### src/rtl/draw_pkg.sv
// ============================================================================
// Module   : draw_pkg
// Purpose  : Shared scheduler state encodings, the framebuffer address-width
//            helper and the drawer write-port data width.
// Revision : 1.0 - initial release
// ============================================================================
`default_nettype none

package draw_pkg;

    typedef enum logic [2:0] {
        ST_IDLE        = 3'd0,
        ST_CLEAR_START = 3'd1,
        ST_CLEAR_WAIT  = 3'd2,
        ST_PLOT_START  = 3'd3,
        ST_PLOT_WAIT   = 3'd4,
        ST_SWAP_WAIT   = 3'd5
    } draw_state_t;

    localparam int c_FB_DATA_WIDTH = 1;

    // A single-pixel buffer still needs one address bit.
    function automatic int addr_width(input int pixels);
        return (pixels > 1) ? $clog2(pixels) : 1;
    endfunction

endpackage

`default_nettype wire

### src/rtl/fb_write_mux.sv
// ============================================================================
// Module   : fb_write_mux
// Purpose  : Zero-latency 2:1 framebuffer write-port select; the port is idle
//            (all zero) when neither source is selected.
// Revision : 1.0 - initial release
// ============================================================================
`default_nettype none

module fb_write_mux #(
    parameter int ADDR_WIDTH = 4,
    parameter int DATA_WIDTH = 1
) (
    input  logic                  i_sel_a,
    input  logic                  i_sel_b,
    input  logic                  i_a_enable,
    input  logic [ADDR_WIDTH-1:0] i_a_addr,
    input  logic [DATA_WIDTH-1:0] i_a_data,
    input  logic                  i_b_enable,
    input  logic [ADDR_WIDTH-1:0] i_b_addr,
    input  logic [DATA_WIDTH-1:0] i_b_data,
    output logic                  o_enable,
    output logic [ADDR_WIDTH-1:0] o_addr,
    output logic [DATA_WIDTH-1:0] o_data
);

    always_comb begin
        o_enable = 1'b0;
        o_addr   = '0;
        o_data   = '0;
        if (i_sel_a) begin
            o_enable = i_a_enable;
            o_addr   = i_a_addr;
            o_data   = i_a_data;
        end else if (i_sel_b) begin
            o_enable = i_b_enable;
            o_addr   = i_b_addr;
            o_data   = i_b_data;
        end
    end

endmodule

`default_nettype wire

### src/rtl/draw_scheduler.sv
// ============================================================================
// Module   : draw_scheduler
// Purpose  : Sequences clear, plot and vsync-aligned buffer swap for one frame
//            redraw, owning the single framebuffer write port.
// Revision : 1.0 - initial release
// ============================================================================
`default_nettype none

module draw_scheduler
    import draw_pkg::*;
#(
    parameter int PIXELS_COUNT      = 640*480,
    parameter int WRITE_DATA_WIDTH  = c_FB_DATA_WIDTH,
    parameter int FRAME_COUNT_WIDTH = 8
) (
    input  logic                                   clk,
    input  logic                                   rst,
    input  logic                                   frame_request,
    input  logic                                   vsync,
    output logic                                   busy,
    output logic                                   clear_start,
    input  logic                                   clear_ready,
    input  logic                                   clear_write_enable,
    input  logic [addr_width(PIXELS_COUNT)-1:0]    clear_write_addr,
    input  logic [WRITE_DATA_WIDTH-1:0]            clear_write_data,
    output logic                                   plot_start,
    input  logic                                   plot_ready,
    input  logic                                   plot_write_enable,
    input  logic [addr_width(PIXELS_COUNT)-1:0]    plot_write_addr,
    input  logic [WRITE_DATA_WIDTH-1:0]            plot_write_data,
    output logic                                   fb_write_enable,
    output logic [addr_width(PIXELS_COUNT)-1:0]    fb_write_addr,
    output logic [WRITE_DATA_WIDTH-1:0]            fb_write_data,
    output logic                                   fb_write_buffer,
    output logic                                   display_buffer,
    output logic [FRAME_COUNT_WIDTH-1:0]           frame_count
);

    localparam int c_AW = addr_width(PIXELS_COUNT);

    draw_state_t                  r_state;
    draw_state_t                  w_next_state;
    logic                         r_display_buffer;
    logic [FRAME_COUNT_WIDTH-1:0] r_frame_count;
    logic                         w_swap;

    always_ff @(posedge clk) begin
        if (rst) begin
            r_state          <= ST_IDLE;
            r_display_buffer <= 1'b0;
            r_frame_count    <= '0;
        end else begin
            r_state <= w_next_state;
            if (w_swap) begin
                r_display_buffer <= ~r_display_buffer;
                r_frame_count    <= r_frame_count + {{(FRAME_COUNT_WIDTH-1){1'b0}}, 1'b1};
            end
        end
    end

    // In the WAIT states a high ready marks the drawer's final write cycle.
    always_comb begin
        w_next_state = r_state;
        clear_start  = 1'b0;
        plot_start   = 1'b0;
        w_swap       = 1'b0;
        case (r_state)
            ST_IDLE: begin
                if (frame_request) w_next_state = ST_CLEAR_START;
            end
            ST_CLEAR_START: begin
                clear_start = 1'b1;
                if (clear_ready) w_next_state = ST_CLEAR_WAIT;
            end
            ST_CLEAR_WAIT: begin
                if (clear_ready) w_next_state = ST_PLOT_START;
            end
            ST_PLOT_START: begin
                plot_start = 1'b1;
                if (plot_ready) w_next_state = ST_PLOT_WAIT;
            end
            ST_PLOT_WAIT: begin
                if (plot_ready) w_next_state = ST_SWAP_WAIT;
            end
            ST_SWAP_WAIT: begin
                if (vsync) begin
                    w_swap       = 1'b1;
                    w_next_state = ST_IDLE;
                end
            end
            default: w_next_state = ST_IDLE;
        endcase
    end

    fb_write_mux #(
        .ADDR_WIDTH (c_AW),
        .DATA_WIDTH (WRITE_DATA_WIDTH)
    ) u_fb_write_mux (
        .i_sel_a    (r_state == ST_CLEAR_WAIT),
        .i_sel_b    (r_state == ST_PLOT_WAIT),
        .i_a_enable (clear_write_enable),
        .i_a_addr   (clear_write_addr),
        .i_a_data   (clear_write_data),
        .i_b_enable (plot_write_enable),
        .i_b_addr   (plot_write_addr),
        .i_b_data   (plot_write_data),
        .o_enable   (fb_write_enable),
        .o_addr     (fb_write_addr),
        .o_data     (fb_write_data)
    );

    assign busy            = (r_state != ST_IDLE);
    assign display_buffer  = r_display_buffer;
    assign fb_write_buffer = ~r_display_buffer;
    assign frame_count     = r_frame_count;

endmodule

`default_nettype wire

### config.mk
export PLATFORM = sky130hd
export DESIGN_NAME = draw_scheduler
export DESIGN_NICKNAME = d
export VERILOG_FILES = /design/src/rtl/draw_pkg.sv /design/src/rtl/fb_write_mux.sv /design/src/rtl/draw_scheduler.sv
export SDC_FILE = /design/constraint.sdc
export NUM_CORES = 1
export LEC_CHECK = 0
export ABC_AREA = 0
export CAP_MARGIN = 5
export CORE_MARGIN = 1
export CORE_UTILIZATION = 31
export DETAILED_ROUTE_END_ITERATION = 8
export GPL_ROUTABILITY_DRIVEN = 0
export PLACE_DENSITY = 0.81
export REMOVE_ABC_BUFFERS = 1
export SLEW_MARGIN = 10
export SYNTH_ARGS = -nofsm -noshare
export SYNTH_HDL_FRONTEND = slang
export SYNTH_SLANG_ARGS = --single-unit
### constraint.sdc
create_clock -name clk -period 1.8 [get_ports clk]
set_input_delay 0.45 -clock clk [delete_from_list [all_inputs] [get_ports clk]]
set_output_delay 0.45 -clock clk [all_outputs]
set_load 0.005 [all_outputs]
# After elaboration in Yosys (flattened, before gate mapping)
# Index checks and enable logic that the tools add are counted.
# W data, S select, Z words.
# op_classes
n_addsub	1
n_eq_ne	11
mux	17
bitwise	1
reduce_logical	3
# op_table
operator	count
$mux W19	2
$mux W3	6
$pmux W3 S6	1
$ne A2 B2 Y1 const B	6
$add A8 B1 Y8 const B	1
$mux W1	8
$eq A3 B2 Y1 const B	2
$eq A3 B3 Y1 const B	2
$reduce_and A6 Y1	1
$eq A3 B1 Y1 const B	1
$logic_not A3 Y1	1
$reduce_bool A3 Y1	1
$not A1 Y1	1
# word_totals
register_bits	12
in_bits	48
out_inout_bits	34
elab_cells	36

# Logic depth before layout (Yosys ltp)
# logic_depth
word_depth	3
depth_mapped	6
depth_no_buf	5

# Cells and area by module
# Synthesis repeated with hierarchy kept, for this count alone.
# unflattened
cells_unflattened	105
hier_area_um2	937.1
# by_module_without_submodules
mod	n_inst	cells_per_inst	area_each_um2	seq_area_each_um2
draw_scheduler	1	75	713.2	240.2
fb_write_mux	1	30	224.0	0.0

# Least setup slack after synthesis
# Ideal clock, no wire load.
# synth_timing
path_type	reg-to-output
start	register r_state[0]
end	output fb_write_addr[0]
arrival_ns	1.187
required_ns	1.350
path_slack_ns	0.163
path_stages_with_launch	6
n_path_buf	3
path_cell_list	dfxtp_1 > buf_6 > buf_4 > nor3b_1 > buf_2 > a22o_1
# synth_via
elab_chain_cells	3
word_cells_on_any_way	4
classes_between	2 x eq/ne; 2 x mux
# synth_lines
element	line_no	source
from (decl)	draw_scheduler.sv:41	draw_state_t r_state;
from (signal assigned)	draw_scheduler.sv:53	r_state <= w_next_state;
$eq A3 B3 Y1	draw_scheduler.sv:100	.i_sel_b (r_state == ST_PLOT_WAIT),
$mux W19	fb_write_mux.sv:34	end else if (i_sel_b) begin
$mux W19 *	fb_write_mux.sv:30	if (i_sel_a) begin
to (decl)	draw_scheduler.sv:32	output logic [addr_width(PIXELS_COUNT)-1:0] fb_write_addr,
# Mark *: on every way between the ends. The rest lies on a longest branch, timed or not.

# Worst setup path after layout
# layout_timing
start	register r_state[2]
end	output fb_write_addr[14]
# The elaborated chain is that of the path after synthesis.

==> results by group <==
Outcome
  • Outcome: complete, but fails checks
  • Failing checks: setup timing

Layout
  • Layout Nets: 262
  • Synth-to-layout area growth: 117.4%
  • Most common cell after layout, fill and taps aside: clkdlybuf4s50_1
  • Post-Layout Cell Count: 242
  • Most frequent cells in the layout: clkdlybuf4s50_1 (57), buf_6 (22), buf_2 (22)
  • Filler instances: 217
  • Ant. Diodes: 0
  • Final core occ: 71.51%
  • Layout cell share with drive strength beyond 1: 32.70%

Pwr
  • Leakage dissipation: 0.8889 nW
  • Seq pwr share: 21.3%
  • Gate power share: 67.1%
  • Psw: 0.4914 mW
  • Switching share of power: 33.21%
  • Clock power frac: 11.5%
  • PwrDens: 750.4 mW/mm²
  • Tot Pwr: 1.480 mW
  • Max IR drop VDD: 0.6147 mV
  • P_int: 0.9883 mW

Floorplanning
  • Core area: 0.002758 mm²
  • Die H: 56.10 µm
  • Die area: 0.003147 mm²
  • Row count: 19
  • DIE WIDTH: 56.10 µm
  • Initial Util: 32.89%
  • Io pins: 82

Routing
  • DR WL/cell: 15.16 µm
  • Post-route ant nets: 0
  • Via density: 5.219
  • DRC Markers: 0
  • Routed WL: 3.668 mm
  • Pre-antenna DRT Iters: 4
  • Via count: 1,263
  • Starting DRT DRC Count: 34

Placed design
  • Dpl cells: 221
  • DP HPWL: 2.634 mm
  • # port buffers: 81

Clock network
  • Clock root cell: clkbuf_4
  • Clock Path Buffers: 2
  • CTS tree: built
  • Clk sinks: 12
  • Worst skew pair latency: 0.28 ns
  • TritonCTS buffer count: 3
  • Clock-pin slew on the worst setup and hold paths: 0.08 ns
  • H-Tree Depth: 1
  • Number of hold buffers added after cts: 0

GRT
  • Initial antenna violation count: 0
  • Global-route wire length before repair: 5.761 mm
  • Total track usage: 23.45%
  • Vias in the first global route: 1,360
  • GRT overflow: 0
  • Largest net degree at the start of global routing: 15

STA
  • Rel. slew slack: 82.33%
  • Period Utilization, post-route: 109.4%
  • Worst Tran Pin Value: 0.2643 ns
  • RSZ-0062 raised after global routing: yes
  • Slew Limit Fails: 0
  • Tmin final: 1.970 ns
  • Max Freq: 0.5077 GHz
  • Final Hold Fails: 0
  • Final Skew: 0.005099 ns
  • Worst setup margin: -0.1697 ns
  • # setup viols final: 21

Synth
  • Synthesized instance count: 105
  • Ys flop type: dfxtp_1
  • #FFs+latches synth: 12
  • EDFF count, synth: 0
  • Syn_area_per_cell: 8.639 µm²
  • Async S/R FF share, synth: 0%
  • Syn. warnings: 0
  • Synth Cell Area: 907.1 µm²
  • Yosys cell types: 32
  • Register area share after synthesis: 26.48%

Critical path
  • Setup crit end kind: output port
  • Most frequent CP cell: buf_6
  • Worst path slowest cell: dfxtp_4
  • Worst Path Arrival: 1.52 ns
  • Worst Path Required: 1.35 ns
  • CP Cell Sequence: nor3b_4 -> buf_6 -> buf_6 -> buf_6 -> a22o_1 -> buf_2
  • CP max FO: 4
  • Startpoint Class: register
  • Top cell family by delay on the critical path: buffers and inverters
  • CP bufs+invs: 4
  • Delay of the slowest critical-path stage: 0.38 ns
  • Critical path class: register to output port

Job
  • Max_cap viols: 0

Worst hold path
  • Hold Path Class: register to register
[synthesized netlist by cell type, types with 2 or more instances]
master | instances | area (µm²)
mux2i_1 | 2 | 20.02
a22o_1 | 21 | 183.9
or3_1 | 3 | 18.77
nand2_1 | 3 | 11.26
nand3_1 | 3 | 15.01
nor3_1 | 4 | 20.02
dfxtp_1 | 12 | 240.2
inv_1 | 3 | 11.26
o21ai_0 | 3 | 15.01
nor2b_1 | 2 | 12.51
a21oi_1 | 5 | 25.02
a211oi_1 | 2 | 15.01
xnor2_1 | 5 | 43.79
nor2_1 | 13 | 48.80
buf_2 | 5 | 25.02
buf_6 | 3 | 33.78
[timing repair]
action                                  4_1_cts  5_1_grt
cloned                                        2        0
buffers inserted                             15        3
endpoints found under the setup margin       24       22
gates resized for setup                     124        7
pin swaps                                    11       15
[worst reg2reg max path, delay by kind of cell, from the launching register on]
kind | cells | cell delay, ns
compound gates | 2 | 0.51
buf+inv | 2 | 0.25
flops | 1 | 0.36
simple gates | 2 | 0.37
[cells by family (layout without fill, tap and decap cells)]
family	after synthesis	in the layout	share of synthesized area, %
AND/OR/NAND/NOR	37	37	26.07
AO/OA/AOI/OAI	34	34	29.10
buffers and inverters	13	119	8.965
flip-flops	12	12	26.48
XOR/XNOR	6	6	5.793
multiplexers	2	2	2.207
adder cells (fa/ha/maj)	1	1	1.379
[power by group through the flow]
stage	Combinational (mW)	Clock, mW	Sequential, mW
2_1_floorplan	0.262	0	0.347
3_3_place_gp	0.741	0	0.311
3_5_place_dp	0.758	0	0.314
4_1_cts	0.930	0.171	0.319
5_1_grt	1.06	0.185	0.319
6_report	0.994	0.171	0.315
[routing by layer]
layer	global-route usage, %	routed length, µm
met1	23.18	1339
met2	44.39	1942
met3	5.814	257
met4	12.20	129
met5	0	0
[area by class of cell]
cell class | instances | area [µm²] | area share [%]
inverters | 3 | 11.26 | 0.5711
repair buffers | 113 | 1031 | 52.28
well taps | 31 | 38.79 | 1.967
multi-input cells | 80 | 619.3 | 31.41
clock buffers | 3 | 22.52 | 1.142
flip-flops and latches | 12 | 249.0 | 12.63
[state kept, by name, summed over array words and instances (netlist names)]
signal / cells
display_buffer: 1
frame_count: 8
r_state: 3
[per-stage QoR]
step	hold WS, ns	setup TNS (ns)	area (µm²)	setup slack (ns)
after floorplan	0.4808	-13.27	837.1	-0.6318
after global placement	0.4794	-3.948	1797	-0.2317
after detailed placement	0.5027	-4.354	1797	-0.2263
after CTS	0.5146	-1.987	1959	-0.1648
after global routing	0.5390	-3.188	1972	-0.2353
final	0.5156	-1.701	1972	-0.1697
[path summary, 6_finish.rpt]
path                                      from                end  slack [ns]  depth (start not counted)
worst max-delay path                r_state[2]  fb_write_addr[14]       -0.17                          6
worst min-delay path            frame_count[4]     frame_count[4]        0.52                          2
worst max register to register      r_state[0]         r_state[0]        0.20                          6
worst min register to register  frame_count[4]     frame_count[4]        0.52                          2
(Power assumes the default switching activity.)
